--- src/rtl/mmio_arbiter_pkg.sv ---
// Shared MMIO definitions: register map, arbiter FSM encodings and master ids.
package mmio_arbiter_pkg;

    localparam logic [31:0] MMIO_LED_ADDR = 32'h4000_0000;
    localparam logic [31:0] MMIO_SW_ADDR  = 32'h4000_0004;

    typedef enum logic [1:0] {
        ARB_IDLE   = 2'd0,
        ARB_ACCESS = 2'd1,
        ARB_RESP   = 2'd2
    } arb_state_e;

    localparam logic M_CPU = 1'b0;
    localparam logic M_DBG = 1'b1;

endpackage

--- src/rtl/mmio_arbiter_if.sv ---
// Master-side bus of the MMIO arbiter: CPU (m0) and debug/loader (m1) request ports.
// Handshake: a master raises req with stable addr/wdata/we/lock and holds them until its
// rvalid pulse; gnt marks ownership, rvalid marks completion with rdata valid.
interface mmio_arbiter_if #(
    parameter int ADDR_W = 32,
    parameter int DATA_W = 32
);
    logic              m0_req;
    logic              m0_we;
    logic              m0_lock;
    logic [ADDR_W-1:0] m0_addr;
    logic [DATA_W-1:0] m0_wdata;
    logic              m0_gnt;
    logic              m0_rvalid;
    logic [DATA_W-1:0] m0_rdata;

    logic              m1_req;
    logic              m1_we;
    logic              m1_lock;
    logic [ADDR_W-1:0] m1_addr;
    logic [DATA_W-1:0] m1_wdata;
    logic              m1_gnt;
    logic              m1_rvalid;
    logic [DATA_W-1:0] m1_rdata;

    modport master (
        output m0_req, m0_we, m0_lock, m0_addr, m0_wdata,
        input  m0_gnt, m0_rvalid, m0_rdata,
        output m1_req, m1_we, m1_lock, m1_addr, m1_wdata,
        input  m1_gnt, m1_rvalid, m1_rdata
    );

    modport slave (
        input  m0_req, m0_we, m0_lock, m0_addr, m0_wdata,
        output m0_gnt, m0_rvalid, m0_rdata,
        input  m1_req, m1_we, m1_lock, m1_addr, m1_wdata,
        output m1_gnt, m1_rvalid, m1_rdata
    );
endinterface

--- src/rtl/mmio_arbiter_rr_pick2.sv ---
// Combinational two-way round-robin picker; an active lock restricts the pick to the lock owner.
module mmio_rr_pick2
    import mmio_arbiter_pkg::*;
(
    input  logic [1:0] req,
    input  logic       last_served,
    input  logic       lock_valid,
    input  logic       lock_owner,
    output logic       winner,
    output logic       valid
);
    always_comb begin
        winner = M_CPU;
        valid  = 1'b0;
        if (lock_valid) begin
            winner = lock_owner;
            valid  = req[lock_owner];
        end else begin
            valid = |req;
            if (req == 2'b11) begin
                winner = ~last_served;
            end else if (req[1]) begin
                winner = M_DBG;
            end else begin
                winner = M_CPU;
            end
        end
    end
endmodule

--- src/rtl/mmio_arbiter.sv ---
// Two-master MMIO arbiter: one registered slave access per grant, round-robin between masters.
// Optional bus lock for atomic read-modify-write is built when MMIO_ARB_LOCK_EN is defined.
module mmio_arbiter
    import mmio_arbiter_pkg::*;
#(
    parameter int ADDR_W = 32,
    parameter int DATA_W = 32
) (
    input  logic              clk,
    input  logic              reset,
    mmio_arbiter_if.slave     bus,
    output logic [ADDR_W-1:0] s_addr,
    output logic [DATA_W-1:0] s_wdata,
    output logic              s_we,
    input  logic [DATA_W-1:0] s_rdata,
    output arb_state_e        dbg_state
);
    arb_state_e        state_q, state_d;
    logic              owner_q, owner_d;
    logic              last_served_q, last_served_d;
    logic [ADDR_W-1:0] addr_q, addr_d;
    logic [DATA_W-1:0] wdata_q, wdata_d;
    logic              we_q, we_d;
    logic [DATA_W-1:0] rdata0_q, rdata0_d;
    logic [DATA_W-1:0] rdata1_q, rdata1_d;
    logic              lock_valid;
    logic              lock_owner;
    logic              winner;
    logic              pick_valid;

`ifdef MMIO_ARB_LOCK_EN
    logic lock_q, lock_d;
    logic lock_valid_q, lock_valid_d;
    logic lock_owner_q, lock_owner_d;
    assign lock_valid = lock_valid_q;
    assign lock_owner = lock_owner_q;
`else
    logic unused_lock;
    assign unused_lock = bus.m0_lock ^ bus.m1_lock;
    assign lock_valid  = 1'b0;
    assign lock_owner  = M_CPU;
`endif

    mmio_rr_pick2 u_pick (
        .req         ({bus.m1_req, bus.m0_req}),
        .last_served (last_served_q),
        .lock_valid  (lock_valid),
        .lock_owner  (lock_owner),
        .winner      (winner),
        .valid       (pick_valid)
    );

    always_ff @(posedge clk or posedge reset) begin
        if (reset) begin
            state_q       <= ARB_IDLE;
            owner_q       <= M_CPU;
            last_served_q <= M_DBG;
            addr_q        <= '0;
            wdata_q       <= '0;
            we_q          <= 1'b0;
            rdata0_q      <= '0;
            rdata1_q      <= '0;
        end else begin
            state_q       <= state_d;
            owner_q       <= owner_d;
            last_served_q <= last_served_d;
            addr_q        <= addr_d;
            wdata_q       <= wdata_d;
            we_q          <= we_d;
            rdata0_q      <= rdata0_d;
            rdata1_q      <= rdata1_d;
        end
    end

`ifdef MMIO_ARB_LOCK_EN
    always_ff @(posedge clk or posedge reset) begin
        if (reset) begin
            lock_q       <= 1'b0;
            lock_valid_q <= 1'b0;
            lock_owner_q <= M_CPU;
        end else begin
            lock_q       <= lock_d;
            lock_valid_q <= lock_valid_d;
            lock_owner_q <= lock_owner_d;
        end
    end
`endif

    always_comb begin
        state_d       = state_q;
        owner_d       = owner_q;
        last_served_d = last_served_q;
        addr_d        = addr_q;
        wdata_d       = wdata_q;
        we_d          = we_q;
        rdata0_d      = rdata0_q;
        rdata1_d      = rdata1_q;
`ifdef MMIO_ARB_LOCK_EN
        lock_d        = lock_q;
        lock_valid_d  = lock_valid_q;
        lock_owner_d  = lock_owner_q;
`endif
        case (state_q)
            ARB_IDLE: begin
                if (pick_valid) begin
                    state_d = ARB_ACCESS;
                    owner_d = winner;
                    addr_d  = winner ? bus.m1_addr  : bus.m0_addr;
                    wdata_d = winner ? bus.m1_wdata : bus.m0_wdata;
                    we_d    = winner ? bus.m1_we    : bus.m0_we;
`ifdef MMIO_ARB_LOCK_EN
                    lock_d = winner ? bus.m1_lock : bus.m0_lock;
                    if (lock_d) begin
                        lock_valid_d = 1'b1;
                        lock_owner_d = winner;
                    end
`endif
                end
            end
            ARB_ACCESS: begin
                // Read data is captured for writes too; the slave returns the pre-write value.
                state_d = ARB_RESP;
                if (owner_q == M_DBG) begin
                    rdata1_d = s_rdata;
                end else begin
                    rdata0_d = s_rdata;
                end
            end
            ARB_RESP: begin
                state_d       = ARB_IDLE;
                last_served_d = owner_q;
`ifdef MMIO_ARB_LOCK_EN
                if (lock_valid_q && (lock_owner_q == owner_q) && !lock_q) begin
                    lock_valid_d = 1'b0;
                end
`endif
            end
            default: state_d = ARB_IDLE;
        endcase
    end

    assign s_addr        = (state_q == ARB_ACCESS) ? addr_q  : '0;
    assign s_wdata       = (state_q == ARB_ACCESS) ? wdata_q : '0;
    assign s_we          = (state_q == ARB_ACCESS) && we_q;
    assign bus.m0_gnt    = (state_q != ARB_IDLE) && (owner_q == M_CPU);
    assign bus.m1_gnt    = (state_q != ARB_IDLE) && (owner_q == M_DBG);
    assign bus.m0_rvalid = (state_q == ARB_RESP) && (owner_q == M_CPU);
    assign bus.m1_rvalid = (state_q == ARB_RESP) && (owner_q == M_DBG);
    assign bus.m0_rdata  = rdata0_q;
    assign bus.m1_rdata  = rdata1_q;
    assign dbg_state     = state_q;
endmodule

--- src/flat_wrapper.sv ---
// flat-port wrapper written by rule: the top's interface ports become plain ports
module mmio_arbiter_flat import mmio_arbiter_pkg::*;
#(
    parameter int ADDR_W = 32,
    parameter int DATA_W = 32
)
  (clk, reset, s_addr, s_wdata, s_we, s_rdata, dbg_state, bus_m0_req, bus_m0_we, bus_m0_lock, bus_m0_addr, bus_m0_wdata, bus_m0_gnt, bus_m0_rvalid, bus_m0_rdata, bus_m1_req, bus_m1_we, bus_m1_lock, bus_m1_addr, bus_m1_wdata, bus_m1_gnt, bus_m1_rvalid, bus_m1_rdata);
  mmio_arbiter_if #(.ADDR_W(ADDR_W), .DATA_W(DATA_W)) bus_i ();
  input  logic clk;
  input  logic reset;
  output logic [ADDR_W-1:0] s_addr;
  output logic [DATA_W-1:0] s_wdata;
  output logic s_we;
  input  logic [DATA_W-1:0] s_rdata;
  output arb_state_e dbg_state;
  input wire logic [$bits(bus_i.m0_req)-1:0] bus_m0_req;
  input wire logic [$bits(bus_i.m0_we)-1:0] bus_m0_we;
  input wire logic [$bits(bus_i.m0_lock)-1:0] bus_m0_lock;
  input wire logic [$bits(bus_i.m0_addr)-1:0] bus_m0_addr;
  input wire logic [$bits(bus_i.m0_wdata)-1:0] bus_m0_wdata;
  output wire logic [$bits(bus_i.m0_gnt)-1:0] bus_m0_gnt;
  output wire logic [$bits(bus_i.m0_rvalid)-1:0] bus_m0_rvalid;
  output wire logic [$bits(bus_i.m0_rdata)-1:0] bus_m0_rdata;
  input wire logic [$bits(bus_i.m1_req)-1:0] bus_m1_req;
  input wire logic [$bits(bus_i.m1_we)-1:0] bus_m1_we;
  input wire logic [$bits(bus_i.m1_lock)-1:0] bus_m1_lock;
  input wire logic [$bits(bus_i.m1_addr)-1:0] bus_m1_addr;
  input wire logic [$bits(bus_i.m1_wdata)-1:0] bus_m1_wdata;
  output wire logic [$bits(bus_i.m1_gnt)-1:0] bus_m1_gnt;
  output wire logic [$bits(bus_i.m1_rvalid)-1:0] bus_m1_rvalid;
  output wire logic [$bits(bus_i.m1_rdata)-1:0] bus_m1_rdata;
  assign bus_i.m0_req = bus_m0_req;
  assign bus_i.m0_we = bus_m0_we;
  assign bus_i.m0_lock = bus_m0_lock;
  assign bus_i.m0_addr = bus_m0_addr;
  assign bus_i.m0_wdata = bus_m0_wdata;
  assign bus_m0_gnt = bus_i.m0_gnt;
  assign bus_m0_rvalid = bus_i.m0_rvalid;
  assign bus_m0_rdata = bus_i.m0_rdata;
  assign bus_i.m1_req = bus_m1_req;
  assign bus_i.m1_we = bus_m1_we;
  assign bus_i.m1_lock = bus_m1_lock;
  assign bus_i.m1_addr = bus_m1_addr;
  assign bus_i.m1_wdata = bus_m1_wdata;
  assign bus_m1_gnt = bus_i.m1_gnt;
  assign bus_m1_rvalid = bus_i.m1_rvalid;
  assign bus_m1_rdata = bus_i.m1_rdata;
  mmio_arbiter #(.ADDR_W(ADDR_W), .DATA_W(DATA_W)) u_core (.clk(clk), .reset(reset), .bus(bus_i), .s_addr(s_addr), .s_wdata(s_wdata), .s_we(s_we), .s_rdata(s_rdata), .dbg_state(dbg_state));
endmodule
--- config.mk ---
export PLATFORM = sky130hd
export DESIGN_NAME = mmio_arbiter_flat
export DESIGN_NICKNAME = d
export VERILOG_FILES = /design/src/rtl/mmio_arbiter_pkg.sv /design/src/rtl/mmio_arbiter_if.sv /design/src/rtl/mmio_arbiter_rr_pick2.sv /design/src/rtl/mmio_arbiter.sv /design/src/flat_wrapper.sv
export SDC_FILE = /design/constraint.sdc
export NUM_CORES = 1
export LEC_CHECK = 0
export CORE_MARGIN = 4
export CORE_UTILIZATION = 45
export DETAILED_ROUTE_END_ITERATION = 6
export PLACE_DENSITY_LB_ADDON = 0.1
export SYNTH_ARGS = -nofsm -noshare
export SYNTH_HDL_FRONTEND = slang
export SYNTH_SLANG_ARGS = --single-unit
--- constraint.sdc ---
create_clock -name clk -period 11.6 [get_ports clk]
set_input_delay 2.32 -clock clk [delete_from_list [all_inputs] [get_ports clk]]
set_output_delay 2.32 -clock clk [all_outputs]
set_load 0.005 [all_outputs]
==> results.md <==
- The flow ran to the end, and the final reports show no timing, DRC or antenna violations.
- After filler insertion, the fill cell instance count of the layout stands at 936.
- The cell area after technology mapping is 6440 um2.
- After synthesis, the netlist uses 21 different library cells.
- The cell chosen for the clock root is sky130_fd_sc_hd__clkbuf_16.
- For the final database, setup skew stands at 0.00665 ns.
- For this configuration, the core starts out at a cell density of 0.462.
- The post-route fraction of the period consumed by the critical path is 0.416.
- The final max-slew violation count came to 0.
- The number of antenna-violating nets in the routed design is 0.
- For this run, the total global-route usage over all layers was measured as 0.215.
- The number of search-and-repair iterations in the first detailed-routing pass is 4.
- The net total in the final layout is 898.
- Of the synthesized area, sequential elements account for 0.517.
- The initial antenna violation count was 2.
- The number of nets produced by synthesis is 603.
- The proportion of layout cells with a drive suffix above 1 is 0.311.
- For this block, the initial DRC count from the detailed router was 166.
- Post-CTS repair changed the size of 0 cells.
- Based on the critical path, the design can be clocked at up to 0.207 GHz.
- The initialized floorplan defines 43 standard-cell rows.
- The post-detailed-route wirelength per cell is 18.8 um.
- The startpoint-to-endpoint class of the critical path is flip-flop to primary output.
- The worst supply voltage drop on vdd is 0.000118 V.
- Averaged over all synthesized cells, the footprint is 14.8 um2.
- The die is 128 um wide.
- In the post-synthesis netlist, the biggest area contributors are sky130_fd_sc_hd__dfrtp_1 (51%), sky130_fd_sc_hd__mux2_2 (22%), sky130_fd_sc_hd__mux2_4 (16%).
- The areal power density over the cells is 258 nW/um2.
- The count of endpoints failing hold in the final timing report was 0.
- The area share of the leading cell type in the synthesized netlist is 0.513.
- Max-cap violations in this run came to 0.
- For this run, design rule violations remaining after detail routing come to 0.
- Counting every sink on the clock net gives 133.
- During synthesis, Yosys emitted a total of 0 warnings.
- Registers take 3330 um2.
- Counting the buffers created by CTS gives 17.
- The time the worst path needs with I/O delays and setup is 4.83 ns.
- STA classifies the critical path startpoint as a flip-flop.
- CTS built an H-tree with a depth of 4.
- Measured in cells, the most critical reg-to-reg path has a length of 3.
- The weighted congestion at the end of routability-driven global placement is 0.762.
- The total overflow reported by the global router is 0.
- In this run the post-CTS setup repair buffer count came out at 0.
- The floorplan step defined a die boundary enclosing 16300 um2.
- Setup violations remaining at the end of the flow were counted as 0.
- The first global-routing pass estimated 26800 um of wire.
- The total area of multi-input combinational cells is 2950 um2.
- Compared with the post-synthesis result, the final layout area differs by 58.0%.
- The count of buffers from port buffering is 300.
- The core area is 13900 um2.
- The data required time of the worst path is 9.28 ns.
- 0 antenna diodes ended up in the layout.
- The worst slew margin relative to its limit is 0.202.
- The largest total area in the synthesized netlist belongs to sky130_fd_sc_hd__dfrtp_1.
- The number of I/O pins is 303.
- At the pin with the least slew margin, the transition time is 1.20 ns.
- The hold-fix buffer count after cts is 0.
- The total of flip-flops plus latches after synthesis is 133.
- Setup repair after global routing left no endpoint under its margin.
- The kind of end point of the critical path is a primary output.
- For the final routed database, the setup TNS stands at 0 ns.
- The detailed router placed 4534 vias in this run.
- Clock-pin slew was measured on the worst setup and hold paths at 0.06 ns.
- The final core utilization is 0.731.
- Entering global routing, the biggest net connects 83 pins.
- The number of global-route vias before repair is 5017.
- For this block, the routed nets add up to 17400 um of wire.
- The number of cells on the worst hold path is 1.
- The clock tree from TritonCTS is done.
- The detail-routed via count per cell is 4.92.
- The clock passes through at most 2 buffers.
- Summed over all cells, the static leakage comes to 4.32 nW.
- The worst-path maximum fanout is 37.
- The die is 128 um tall.
- The clock reaches the later pin of the worst-skew pair after 0.42 ns.
- The cell count after synthesis came out at 435.
- Detailed placement finished with a half-perimeter wire length of 13200 um.
- In this run the worst hold path is classified as flip-flop to flip-flop.
- The endpoint arrival time on the critical path is 2.51 ns.
==> per-layer routing <==
layer	up-vias	share of wire	track usage
met5	-	0.0015	0
met1	2209	0.37	0.232
met3	31	0.098	0.0928
met4	4	0.022	0.0780
met2	193	0.51	0.377
li1	2097	-	-
==> Yosys cell counts, drive strengths merged <==
library cell / instances
o21a: 1
nand2: 1
inv: 2
mux2i: 1
a21o: 1
buf: 21
a21bo: 1
nand2b: 1
dfstp: 1
and2: 66
clkbuf: 7
mux2: 194
nor2b: 1
nor2: 5
dfrtp: 132
==> cells in the final DEF, fill, tap and decap left out, drive strengths merged <==
cell           synthesis  layout
o21a                   1       1
mux2i                  1       1
buf                   21       4
nand2                  1       1
and2                  66      66
bufinv                 0       4
clkdlybuf4s50          0     300
mux2                 194     194
nand2b                 1       1
nor2b                  1       1
a21o                   1       1
a21bo                  1       1
clkinv                 0       3
nor2                   5       5
dfstp                  1       1
clkinvlp               0       1
clkbuf                 7      23
dfrtp                132     132
inv                    2       2
==> flip-flops by register name, indices dropped and copies added, names as in the netlist <==
name                  cells
u_core.addr_q            32
u_core.bus.m0_rdata      32
u_core.bus.m1_rdata      32
u_core.dbg_state          2
u_core.last_served_q      1
u_core.owner_q            1
u_core.wdata_q           32
u_core.we_q               1
==> stage by stage <==
step	instance area [um2]	power (W)	instances	hold WS (ns)	worst slack [ns]
2_1_floorplan	6440	0.00145	435	0.472	5.73
3_3_place_gp	9550	0.00204	891	0.473	7.00
3_5_place_dp	9550	0.00208	891	0.486	6.94
4_1_cts	10200	0.00267	922	0.502	6.67
5_1_grt	10200	0.00278	922	0.510	6.52
6_report	10200	0.00263	922	0.497	6.77
==> logic make-up after synthesis <==
logic type      count (synthesis)  share of synthesized area
mux                           195                      0.381
flops                         133                      0.517
simple gates                   74                     0.0695
buf+inv                        30                     0.0287
compound gates                  3                    0.00389
==> area by class of cell <==
type	instances	share of cell area
Sequential cell	133	0.327
Timing Repair Buffer	304	0.298
Multi-Input combinational cell	272	0.290
Clock buffer	23	0.0479
Tap cell	180	0.0221
Clock inverter	8	0.0144
Inverter	2	0.000983
==> path summary, 6_finish.rpt <==
kind,startpoint,end,slack (ns)
worst max-delay path,u_core.dbg_state[1]$_DFFE_PP0P_,s_addr[4],6.77
max in group asynchronous,reset,u_core.addr_q[25]$_DFFE_PP0P_,7.85
worst min-delay path,u_core.bus.m0_rdata[24]$_DFFE_PP0P_,u_core.bus.m0_rdata[24]$_DFFE_PP0P_,0.50
min in group asynchronous,reset,u_core.bus.m0_rdata[0]$_DFFE_PP0P_,2.49
worst min register to register,u_core.bus.m0_rdata[24]$_DFFE_PP0P_,u_core.bus.m0_rdata[24]$_DFFE_PP0P_,0.50
worst max register to register,u_core.last_served_q$_DFFE_PP1N_,u_core.wdata_q[31]$_DFFE_PP0P_,9.31
==> worst max-delay path, cell delays in order, from the launching register on <==
cell,delay [ns]
sky130_fd_sc_hd__dfrtp_1,0.42
sky130_fd_sc_hd__nor2b_4,0.52
sky130_fd_sc_hd__buf_4,0.41
sky130_fd_sc_hd__and2_1,0.18
sky130_fd_sc_hd__clkdlybuf4s50_1,0.56
==> report_power, final <==
group	internal, W	leakage (nW)	switching (W)
Combinational	0.000816	2.46	0.000411
Sequential	0.000709	1.55	0.000120
Clock	0.000381	0.309	0.000189
Note: power is estimated with default switching activity, not from simulation.
==> RTL change: new RTL, same settings <==
Take the reset off `rdata1_q` and load it in a clocked block of its own.
--- a/src/rtl/mmio_arbiter.sv
+++ b/src/rtl/mmio_arbiter.sv
@@ -59,7 +59,6 @@
             wdata_q       <= '0;
             we_q          <= 1'b0;
             rdata0_q      <= '0;
-            rdata1_q      <= '0;
         end else begin
             state_q       <= state_d;
             owner_q       <= owner_d;
@@ -68,8 +67,11 @@
             wdata_q       <= wdata_d;
             we_q          <= we_d;
             rdata0_q      <= rdata0_d;
-            rdata1_q      <= rdata1_d;
         end
+    end
+
+    always_ff @(posedge clk) begin
+        rdata1_q <= rdata1_d;
     end
 
 `ifdef MMIO_ARB_LOCK_EN
Function: differs if reset is asserted again (counterexample within 4 cycles, from zero or initial values and one cycle with reset high); with reset held inactive, the same outputs for 4 cycles.
==> RTL change against the original RTL <==
Power decreased by 9.8%. Sequential cell count unchanged. Worst setup slack worse by 0.040 ns. Routed wire length shrank 5.2%. Final cell count is 3.7% lower. Design area down 2.3%. Maximum frequency fell by 0.82%. Worst hold slack worse by 0.0019 ns. Area after synthesis shrank 2.6%. Combinational power shrank 12%. Core utilization rose by 0.84 points. Critical endpoint is now s_addr[27].
==> RTL change: results (changes against the original RTL) <==
[outcome]
status = completed

[yosys]
ys_seq_area_share_pct = 55.6  ; +3.9 points
synth_compound_area_share_pct = 0.539  ; +0.15 points
netlist_top_cells_count = 100 x dfrtp_1, 83 x mux2_2, 78 x mux2_4, 67 x and2_1, 32 x edfxtp_1
synth_area_leaders = dfrtp_1 40%, mux2_4 19%, edfxtp_1 15%, mux2_2 15%, and2_1 6.7%
synth_xor_area_share_pct = 0  ; unchanged
synth_fa_ha_area_share_pct = 0  ; unchanged
synth_warnings = 0  ; unchanged
synth_cell_types = 21  ; unchanged
synth_mux_area_share_pct = 33.8  ; -4.3 points
postSynthNetCount = 568  ; -5.8%
synth-async-reset-ratio_pct = 75.9  ; -24 points
synth-edff-count = 32  ; +32

[clock_network]
numCtsBuffers = 17  ; unchanged
cts_resized = 0  ; unchanged
clockBufferDepth = 2  ; unchanged
cts_max_level = 4  ; unchanged
cts-root-buf = clkbuf_16
clk_latency_ns = 0.40  ; -0.02 ns
clkTransAtPathRegs_ns = 0.06  ; about the same
post-cts-setup-buffers = 0  ; unchanged

[floorplan]
die_area_sq_um = 15900  ; -2.5%

[timing]
slew_headroom_pct = 23.1  ; +2.9 points
clock_skew_ns = 0.00582  ; -0.000829 ns

[power]
peakVddDrop_v = 0.000114  ; -3.3%
cellLeakagePower_nw = 4.11  ; -5.0%

[cells_and_area]
fillers = 936  ; unchanged
nNetsFinal = 867  ; -3.5%
diodes = 0  ; unchanged
drive_gt1_share_pct = 28.5  ; -2.6 points

[grt]
grt_antenna_before_repair = 0  ; -2
grt_pass1_wl_mm = 25.5  ; -4.6%
grt_pass1_vias = 4824  ; -3.8%
grt_use_total_pct = 20.6  ; -0.88 points
grt_max_degree = 68  ; -18%

[setup_path]
arrival_ns = 2.55  ; +0.04 ns
path_max_fanout = 35  ; -5.4%

[detailed_routing]
first_pass_iters = 4  ; unchanged
routed_wl_mm = 16.5  ; -5.2%
drt_iter0_markers = 157  ; -5.4%
via_per_inst = 4.88  ; -0.87%

[worst_hold_path]
hold_path.class = flip-flop to flip-flop

[place]
gp_congestion = 0.762  ; about the same
hpwl_mm = 12.6  ; -4.5%
io_buffers = 300  ; unchanged

RTL change: cell count changes after synthesis, sizes merged, moves of 4 or more:
cell and change:
buf -4, mux2 -32, edfxtp +32, dfrtp -32
RTL change: final timing paths:
check	from	endpoint	cells past startpoint	slack, ns
min reg2reg	u_core.bus.m0_rdata[24]$_DFFE_PP0P_	u_core.bus.m0_rdata[24]$_DFFE_PP0P_	1	0.50
max	u_core.dbg_state[0]$_DFFE_PP0P_	s_addr[27]	4	6.73
min	u_core.bus.m0_rdata[24]$_DFFE_PP0P_	u_core.bus.m0_rdata[24]$_DFFE_PP0P_	1	0.50
min in group asynchronous	reset	u_core.addr_q[28]$_DFFE_PP0P_	2	2.29
max reg2reg	u_core.last_served_q$_DFFE_PP1N_	u_core.wdata_q[15]$_DFFE_PP0P_	4	9.18
max in group asynchronous	reset	u_core.wdata_q[6]$_DFFE_PP0P_	3	8.08
RTL change: cell type report:
type,instances,area share [%]
flip-flops and latches,133,35.1
repair buffers,305,30.6
multi-input cells,240,26.4
clock buffers,17,4.28
well taps,176,2.22
clock inverters,15,1.33
inverters,2,0.101
RTL change: critical path, cell delays in order, from the launching register on:
cell and delay, ns:
dfrtp_1 0.41, nor2b_4 0.60, buf_4 0.40, and2_1 0.21, clkdlybuf4s50_1 0.53
RTL change: cell families (layout without fill, tap and decap cells):
| logic type | after synthesis | after routing |
|---|---|---|
| mux | 162 | 162 |
| flops | 133 | 133 |
| simple gates | 74 | 74 |
| buf+inv | 27 | 339 |
| compound gates | 4 | 4 |
RTL change: through the flow:
stage | cell area [sq um] | util (%) | instances | setup WS (ns) | hold WS [ns]
after floorplan | 6270 | - | 400 | 6.63 | 0.472
after global placement | 9380 | 69.7 | 856 | 6.91 | 0.477
after detailed placement | 9380 | 69.7 | 856 | 6.81 | 0.487
after CTS | 9940 | 73.9 | 888 | 6.66 | 0.501
after global routing | 9940 | 73.9 | 888 | 6.53 | 0.507
final | 9940 | 73.9 | 888 | 6.73 | 0.495
RTL change: per-layer routing:
metal | up-vias | GRT usage [%] | part of all wire [%]
li1 | 2007 | - | -
met1 | 2100 | 22.6 | 37
met2 | 202 | 37.1 | 52
met3 | 20 | 7.20 | 8.8
met4 | 0 | 7.26 | 2.0
met5 | - | 0 | 0
RTL change: where the power goes:
group | internal (W) | switching (W)
Combinational | 0.000706 | 0.000371
Sequential | 0.000695 | 0.000101
Clock | 0.000282 | 0.000216
Total | 0.00168 | 0.000687
